File: src/rtl/fp_cmp_seq.sv
// rtl/fp_cmp_seq.sv - single-precision compare/min/max sequencer with RISC-V NaN and signed-zero handling
module fp_cmp_seq #(
  parameter int                    DATA_WIDTH = 32,
  parameter logic [DATA_WIDTH-1:0] CANON_NAN  = 32'h7FC00000
) (
  input  logic                  clk,
  input  logic                  rst,
  input  logic                  in_valid,
  output logic                  out_ready,
  input  logic [2:0]            in_op,
  input  logic [DATA_WIDTH-1:0] in_numA,
  input  logic [DATA_WIDTH-1:0] in_numB,
  output logic [DATA_WIDTH-1:0] out_cmp_numA,
  output logic [DATA_WIDTH-1:0] out_cmp_numB,
  output logic [1:0]            out_cmp_type,
  input  logic [63:0]           in_cmp_result,
  output logic                  out_valid,
  input  logic                  in_ready,
  output logic [63:0]           out_data,
  output logic                  out_flag_NV,
  input  logic                  in_flag_clr,
  output logic                  out_fflag_NV
);

  localparam logic [2:0] OP_FLE  = 3'b000;
  localparam logic [2:0] OP_FLT  = 3'b001;
  localparam logic [2:0] OP_FEQ  = 3'b010;
  localparam logic [2:0] OP_FMIN = 3'b100;
  localparam logic [2:0] OP_FMAX = 3'b101;

  typedef enum logic [1:0] {
    S_IDLE = 2'd0,
    S_CMP  = 2'd1,
    S_SEL  = 2'd2,
    S_DONE = 2'd3
  } state_t;

  state_t                state_q, state_d;
  logic [2:0]            op_q, op_d;
  logic [DATA_WIDTH-1:0] a_q, a_d;
  logic [DATA_WIDTH-1:0] b_q, b_d;
  logic                  lt_q, lt_d;
  logic [63:0]           data_q, data_d;
  logic                  nv_q, nv_d;
  logic                  fflag_q, fflag_d;

  logic                  nan_a, nan_b, snan_a, snan_b, zero_a, zero_b;
  logic                  any_nan, any_snan, both_zero, is_minmax, handshake;
  logic [DATA_WIDTH-1:0] mm_res;
  logic                  unused_cmp_hi;

  assign unused_cmp_hi = ^in_cmp_result[63:1];

  assign nan_a     = (a_q[30:23] == 8'hFF) && (a_q[22:0] != 23'd0);
  assign nan_b     = (b_q[30:23] == 8'hFF) && (b_q[22:0] != 23'd0);
  assign snan_a    = nan_a && !a_q[22];
  assign snan_b    = nan_b && !b_q[22];
  assign zero_a    = (a_q[30:0] == 31'd0);
  assign zero_b    = (b_q[30:0] == 31'd0);
  assign any_nan   = nan_a || nan_b;
  assign any_snan  = snan_a || snan_b;
  assign both_zero = zero_a && zero_b;
  assign is_minmax = (op_q == OP_FMIN) || (op_q == OP_FMAX);
  assign handshake = (state_q == S_DONE) && in_ready;

  // Mixed-sign zeros are ordered by hand: the datapath treats -0 == +0.
  always_comb begin
    mm_res = '0;
    if (nan_a && nan_b) begin
      mm_res = CANON_NAN;
    end else if (nan_a) begin
      mm_res = b_q;
    end else if (nan_b) begin
      mm_res = a_q;
    end else if (both_zero && (a_q[31] != b_q[31])) begin
      mm_res = op_q[0] ? '0 : {1'b1, {(DATA_WIDTH-1){1'b0}}};
    end else if (op_q[0]) begin
      mm_res = lt_q ? b_q : a_q;
    end else begin
      mm_res = lt_q ? a_q : b_q;
    end
  end

  always_ff @(posedge clk or posedge rst) begin
    if (rst) begin
      state_q <= S_IDLE;
      op_q    <= 3'd0;
      a_q     <= '0;
      b_q     <= '0;
      lt_q    <= 1'b0;
      data_q  <= 64'd0;
      nv_q    <= 1'b0;
      fflag_q <= 1'b0;
    end else begin
      state_q <= state_d;
      op_q    <= op_d;
      a_q     <= a_d;
      b_q     <= b_d;
      lt_q    <= lt_d;
      data_q  <= data_d;
      nv_q    <= nv_d;
      fflag_q <= fflag_d;
    end
  end

  always_comb begin
    state_d = state_q;
    case (state_q)
      S_IDLE:  if (in_valid) state_d = S_CMP;
      S_CMP:   state_d = is_minmax ? S_SEL : S_DONE;
      S_SEL:   state_d = S_DONE;
      S_DONE:  if (in_ready) state_d = S_IDLE;
      default: state_d = S_IDLE;
    endcase
  end

  always_comb begin
    op_d    = op_q;
    a_d     = a_q;
    b_d     = b_q;
    lt_d    = lt_q;
    data_d  = data_q;
    nv_d    = nv_q;
    fflag_d = (fflag_q && !in_flag_clr) || (handshake && nv_q);
    case (state_q)
      S_IDLE: begin
        if (in_valid) begin
          op_d = in_op;
          a_d  = in_numA;
          b_d  = in_numB;
        end
      end
      S_CMP: begin
        case (op_q)
          OP_FEQ: begin
            data_d = {63'd0, !any_nan && (both_zero || in_cmp_result[0])};
            nv_d   = any_snan;
          end
          OP_FLT: begin
            data_d = {63'd0, !any_nan && !both_zero && in_cmp_result[0]};
            nv_d   = any_nan;
          end
          OP_FLE: begin
            data_d = {63'd0, !any_nan && (both_zero || in_cmp_result[0])};
            nv_d   = any_nan;
          end
          OP_FMIN, OP_FMAX: lt_d = in_cmp_result[0];
          default: begin
            data_d = 64'd0;
            nv_d   = 1'b0;
          end
        endcase
      end
      S_SEL: begin
        data_d = {{(64-DATA_WIDTH){1'b1}}, mm_res};
        nv_d   = any_snan;
      end
      default: ;
    endcase
  end

  always_comb begin
    out_ready    = (state_q == S_IDLE);
    out_valid    = (state_q == S_DONE);
    out_cmp_type = (op_q == OP_FEQ) ? 2'b10 : (op_q == OP_FLE) ? 2'b00 : 2'b01;
  end

  assign out_cmp_numA = a_q;
  assign out_cmp_numB = b_q;
  assign out_data     = data_q;
  assign out_flag_NV  = nv_q;
  assign out_fflag_NV = fflag_q;

endmodule

File: config.mk
export PLATFORM = sky130hd
export DESIGN_NAME = fp_cmp_seq
export DESIGN_NICKNAME = d
export VERILOG_FILES = /design/src/rtl/fp_cmp_seq.sv
export SDC_FILE = /design/constraint.sdc
export NUM_CORES = 1
export LEC_CHECK = 0
export ABC_AREA = 1
export CELL_PAD_IN_SITES_DETAIL_PLACEMENT = 1
export CELL_PAD_IN_SITES_GLOBAL_PLACEMENT = 2
export CORE_UTILIZATION = 20
export DETAILED_ROUTE_END_ITERATION = 6
export PLACE_DENSITY = 0.82
export SLEW_MARGIN = 20
export SYNTH_ARGS = -nofsm -noshare
export SYNTH_HDL_FRONTEND = slang
export SYNTH_SLANG_ARGS = --single-unit
export TNS_END_PERCENT = 20
File: constraint.sdc
create_clock -name clk -period 3.1 [get_ports clk]
set_input_delay 0.465 -clock clk [delete_from_list [all_inputs] [get_ports clk]]
set_output_delay 0.465 -clock clk [all_outputs]
set_load 0.02 [all_outputs]
Yosys cells after proc, flatten, opt, wreduce, memory -nomap -nowiden
Cells that the tools add are included. W data, S select, Z words.

Bits of input ports: 136. Word-level logic and storage cells: 76. Bits in latches: 0. Bits in read-only memories: 0. Memories kept: 0. Memory bits (writable): 0. Register bits after elaboration: 136.

Shifts and indexed selects: 0. Mux-type cells: 18. Divide/modulo/power cells: 0. Bitwise gates (word level): 0. Eq/ne operators: 13. Order comparisons: 0. Add/sub/neg operators: 0. $mul: 0. Reductions and logical operators: 37.

Operator list (count): $mux W32 (8); $pmux W64 S3 (1); $pmux W64 S2 (1); $logic_not A31 Y1 (2); $reduce_bool A23 Y1 (2); $eq A8 B8 Y1 const B (2); $logic_and A1 B1 Y1 (13); $pmux W2 S4 (1); $reduce_and A2 Y1 (4); $eq A3 B3 Y1 const B (2); $mux W2 (3); $reduce_or A2 Y1 (3); $logic_not A1 Y1 (5); $logic_or A1 B1 Y1 (5); $eq A2 B2 Y1 const B (2); $ne A2 B2 Y1 const B (2); $eq A3 B1 Y1 const B (1); $eq A3 B2 Y1 const B (1); $logic_not A3 Y1 (1); $pmux W1 S3 (1); $eq A2 B1 Y1 const B (1); $logic_not A2 Y1 (1); $mux W1 (2); $ne A2 B1 Y1 const B (1); other kinds (3) (3).

Depth between registers and ports, before layout
Depth after elaboration: 8. Gate-level depth with buffers: 12.

Least setup slack after synthesis
Ideal clock, no wire load.

Path kind: register to register. Start point: register state_q[0]. End point: register op_q[0]. Slack: 1390 ps. Cell stages (with the launch flop): 8. Data arrival time: 1633 ps. Buffers on the path: 2. Path through: dfrtp_1 -> inv_1 -> ha_1 -> nand2_1 -> clkbuf_1 -> clkbuf_1 -> nor2_1 -> a21oi_1.

Cells in the longest elaborated chain, start to end: 2.

Ends and longest elaborated chain: start: declaration (line 38) `state_t state_q, state_d;`; start signal: assignment (line 95) `state_q <= state_d;`; $logic_not A2 Y1; via out_ready (line 9) `output logic out_ready,`; $reduce_and A2 Y1 (no line); end signal: assignment (line 96) `op_q <= op_d;`; end: declaration (line 39) `logic [2:0] op_q, op_d;`.

The timed path passes the listed nets, and every way through them passes these cells. A chain may end at the register's enable or synchronous reset.

==> metrics.txt <==
# TYPE chip_impl_metric gauge
chip_impl_metric{name="area.growth.synth_to_final",unit="%"} 48.3
chip_impl_metric{name="clock_latency",unit="ns"} 0.35
chip_impl_metric{name="p_int",unit="mW"} 5.04
chip_impl_metric{name="p_clk_share",unit="%"} 12.9
chip_impl_metric{name="drv.max_cap_violation_count",unit=""} 0
chip_impl_metric{name="timing.slew.headroom",unit="%"} 46.6
chip_impl_metric{name="worst_hold_path.num_cells",unit=""} 2
chip_impl_metric{name="syn_warnings",unit=""} 0
chip_impl_metric{name="power.share.sequential",unit="%"} 29.4
chip_impl_info{name="worstSetupStartpointType",value="flip-flop"} 1
chip_impl_metric{name="multi_input_comb_area",unit="um^2"} 1980
chip_impl_metric{name="fin_tns_setup",unit="ns"} 0
chip_impl_info{name="run_status",value="completed"} 1
chip_impl_metric{name="netSwitchingFraction",unit="%"} 45.4
chip_impl_metric{name="final_net_count",unit=""} 892
chip_impl_metric{name="p_leak",unit="nW"} 3.28
chip_impl_metric{name="ys_seq_area_share",unit="%"} 50.9
chip_impl_metric{name="drt-initial-drc-count",unit=""} 127
chip_impl_metric{name="cell_count_after_synthesis",unit=""} 580
chip_impl_metric{name="grt_max_degree",unit=""} 106
chip_impl_metric{name="global_route_total_overflow",unit=""} 0
chip_impl_info{name="worstReg2RegStart",value="out_cmp_numA[16]"} 1
chip_impl_metric{name="cts.reportedPaths.clkPinSlew",unit="ns"} 0.07
chip_impl_metric{name="cts.hold.buffers_added",unit=""} 0
chip_impl_metric{name="finalMaxSlewViolations",unit=""} 0
chip_impl_metric{name="grt_first_pass_wirelength",unit="um"} 26100
chip_impl_metric{name="synth.cell_area",unit="um^2"} 5160
chip_impl_metric{name="detail_route.wl_per_cell",unit="um"} 15.2
chip_impl_metric{name="worst_ir_drop_vdd",unit="uV"} 366
chip_impl_metric{name="post-route-drc-count",unit=""} 0
chip_impl_info{name="timing.hold.worst_endpoint",value="out_data[0]"} 1
chip_impl_metric{name="worst_slew_pin_slew",unit="ns"} 0.800
chip_impl_info{name="end_kind",value="primary output"} 1
chip_impl_info{name="slowest_stage",value="sky130_fd_sc_hd__dfrtp_1"} 1
chip_impl_info{name="timing.rr.end",value="out_data[3]"} 1
chip_impl_metric{name="finalWirelength",unit="um"} 16600
chip_impl_metric{name="final-hold-violation-count",unit=""} 0
chip_impl_metric{name="number_of_buffers_between_clock_root_and_the_deepest_sink",unit=""} 2
chip_impl_metric{name="timing.clock.skew",unit="ns"} 0.00994
chip_impl_metric{name="insertedDiodeCount",unit=""} 0
chip_impl_metric{name="ios",unit=""} 270
chip_impl_info{name="tritoncts",value="yes"} 1
chip_impl_metric{name="worstPathBufferInverterCount",unit=""} 1
chip_impl_metric{name="crit_fanout",unit=""} 33
chip_impl_metric{name="post_route_cells_drive_above_1_share",unit="%"} 10.6
chip_impl_metric{name="port_buffers",unit=""} 206
chip_impl_metric{name="final-seq-area",unit="um^2"} 2630
chip_impl_info{name="hp-start",value="out_data[0]"} 1
chip_impl_metric{name="achievable-frequency",unit="MHz"} 411
chip_impl_metric{name="worst-r2r-cell-count",unit=""} 11
chip_impl_info{name="worstSetupPathType",value="flip-flop to primary output"} 1
chip_impl_metric{name="setup.reg_to_reg.worst_slack",unit="ns"} 0.90
chip_impl_metric{name="grt_util_all_layers",unit="%"} 12.9
chip_impl_metric{name="floorplan.rows",unit=""} 58
chip_impl_metric{name="antenna_found_initial",unit=""} 1
chip_impl_metric{name="first_global_vias",unit=""} 4579
chip_impl_metric{name="post_synth_num_cell_types",unit=""} 31
chip_impl_metric{name="gp_routability_congestion",unit=""} 0.771
chip_impl_metric{name="dpl.hpwl",unit="um"} 12300
chip_impl_info{name="worstPathCellList",value="clkdlybuf4s50_1"} 1
chip_impl_metric{name="finalWorstSetupSlack",unit="ns"} 0.664
chip_impl_metric{name="cts-htree-levels",unit=""} 3
chip_impl_metric{name="clkSinkCount",unit=""} 105
chip_impl_metric{name="worst-endpoint-required",unit="ns"} 2.63
chip_impl_metric{name="die-area",unit="um^2"} 26500
chip_impl_metric{name="dr.pass1.iters",unit=""} 4
chip_impl_metric{name="pre_cts_ws",unit="ns"} 0.851
chip_impl_metric{name="fin_crit_sh",unit="%"} 78.6
chip_impl_metric{name="syn-mean-instance-area",unit="um^2"} 8.90
chip_impl_info{name="worst_hold_path_type",value="flip-flop to flip-flop"} 1
chip_impl_metric{name="postCtsSetupBuffers",unit=""} 0
chip_impl_info{name="grt_setup_unrepaired",value="no"} 1
chip_impl_metric{name="initial_core_util",unit="%"} 20.4
chip_impl_metric{name="die_height",unit="um"} 163
chip_impl_metric{name="vias",unit=""} 4458
chip_impl_metric{name="logic_gate_share_of_total_power",unit="%"} 57.7
chip_impl_metric{name="synthesis.nets",unit=""} 720
chip_impl_metric{name="via_per_inst",unit=""} 4.10
chip_impl_metric{name="fillerInstances",unit=""} 2942
chip_impl_metric{name="period_minus_ws_final",unit="ns"} 2.44
chip_impl_metric{name="antenna_violating_nets_post_route",unit=""} 0
chip_impl_info{name="cts.root.buffer_cell",value="sky130_fd_sc_hd__clkbuf_16"} 1
chip_impl_metric{name="clock_buffer_count_from_cts",unit=""} 9
chip_impl_metric{name="core",unit="um^2"} 25300
chip_impl_metric{name="net-switching-power",unit="mW"} 4.18
chip_impl_metric{name="ys_seq_elements",unit=""} 105
chip_impl_metric{name="post_cts.resized_instances",unit=""} 0
chip_impl_info{name="timing.critical_path.max_delay_family",value="flip-flops"} 1
chip_impl_metric{name="worst_path_arrival_time",unit="ns"} 1.97
chip_impl_metric{name="finalSetupViolCount",unit=""} 0
chip_impl_metric{name="powerDensity",unit="nW/um^2"} 1200
chip_impl_metric{name="die_w",unit="um"} 163
chip_impl_metric{name="worst_path_largest_cell_delay",unit="ns"} 0.86
-- final cells by class --
class	count	area share, %
repair buffers	213	27.9
well taps	330	5.39
multi-input cells	370	25.8
clock buffers	11	3.17
inverters	53	2.65
clock inverters	4	0.703
flip-flops and latches	105	34.3
-- state kept, by name, summed over array words and instances (netlist names) --
| signal | cells |
|---|---|
| lt_q | 1 |
| out_cmp_numB | 32 |
| out_fflag_NV | 1 |
| out_data | 33 |
| out_flag_NV | 1 |
| out_cmp_numA | 32 |
| state_q | 2 |
| op_q | 3 |
-- tightest hold or removal path, stage by stage, from the launching register on --
cell and delay (ns):
sky130_fd_sc_hd__dfrtp_1 0.35, sky130_fd_sc_hd__nand2_1 0.05, sky130_fd_sc_hd__nand2_1 0.05
-- power by group through the flow --
| stage | clock network, mW | registers [mW] | logic, mW |
|---|---|---|---|
| floorplan | 0 | 3.33 | 2.70 |
| global placement | 0 | 2.73 | 5.37 |
| detailed placement | 0 | 2.75 | 5.43 |
| CTS | 1.24 | 2.74 | 5.44 |
| global route | 1.29 | 2.84 | 5.83 |
| finish | 1.19 | 2.71 | 5.32 |
-- synthesized netlist by cell type (all sizes together) --
master	instances	area (um^2)
a21oi	43	215
a31oi	1	6.26
buf	41	324
clkbuf	11	41.3
clkinv	1	3.75
dfrtp	105	2630
ha	4	50.1
inv	52	195
mux2	31	349
nand2	110	454
nand3	11	65.1
nand4	6	37.5
nor2	88	348
nor3	4	20.0
o211ai	2	15.0
o21ai	66	379
o22ai	2	12.5
xnor2	1	8.76
xor2	1	8.76
-- per-stage QoR --
step / std cells / utilization (%) / instance area, um^2 / total power [mW] / hold WS, ns
2_1_floorplan: 580 / - / 5160 / 6.03 / 0.532
3_3_place_gp: 1071 / 29.1 / 7360 / 8.10 / 0.465
3_5_place_dp: 1071 / 29.1 / 7360 / 8.18 / 0.470
4_1_cts: 1086 / 30.3 / 7660 / 9.42 / 0.490
5_1_grt: 1086 / 30.3 / 7660 / 9.96 / 0.504
6_report: 1086 / 30.3 / 7660 / 9.22 / 0.481
-- worst max-delay path by stage --
stage / from / endpoint / slack (ns) / cells after the start
after global placement: out_cmp_numA[27] / out_data[5] / 0.85 / 6
after floorplan: rst / lt_q / 1.38 / 1
after CTS: out_data[62] / out_data[61] / 0.59 / 1
final: out_data[62] / out_data[61] / 0.66 / 1
after global routing: out_data[62] / out_data[56] / 0.49 / 1
after detailed placement: out_cmp_numA[4] / out_data[4] / 0.85 / 11
-- placed cells by master (no fill, tap or decap), types with 6 or more instances in the layout --
| cell type | count |
|---|---|
| sky130_fd_sc_hd__inv_1 | 50 |
| sky130_fd_sc_hd__mux2_2 | 31 |
| sky130_fd_sc_hd__nor2_1 | 81 |
| sky130_fd_sc_hd__o21ai_2 | 10 |
| sky130_fd_sc_hd__dfrtp_1 | 105 |
| sky130_fd_sc_hd__nand4_1 | 6 |
| sky130_fd_sc_hd__o21ai_1 | 39 |
| sky130_fd_sc_hd__nor2_2 | 7 |
| sky130_fd_sc_hd__a21oi_1 | 43 |
| sky130_fd_sc_hd__clkbuf_16 | 9 |
| sky130_fd_sc_hd__nand3_1 | 9 |
| sky130_fd_sc_hd__o21ai_0 | 16 |
| sky130_fd_sc_hd__nand2_1 | 104 |
| sky130_fd_sc_hd__clkdlybuf4s50_1 | 206 |
-- cells by family after synthesis --
family                     count (synthesis)  share of synthesized area, %
adders and majority gates                  4                         0.970
AOI/OAI and AO/OA                        114                          12.2
and+or+nand+nor                          219                          17.9
DFF                                      105                          50.9
buffers and inverters                    105                          10.9
muxes                                     31                          6.76
xor gates and xnor gates                   2                         0.339
-- layer usage --
layer | global-route usage (%) | vias up | part of all wire (%)
met5 | 0 | - | 0.079
met4 | 4.25 | 2 | 1.5
met3 | 3.57 | 18 | 6.7
met2 | 21.2 | 139 | 47
met1 | 16.3 | 2116 | 45
li1 | - | 2183 | -
No activity file was read; power rests on OpenSTA's default activity.
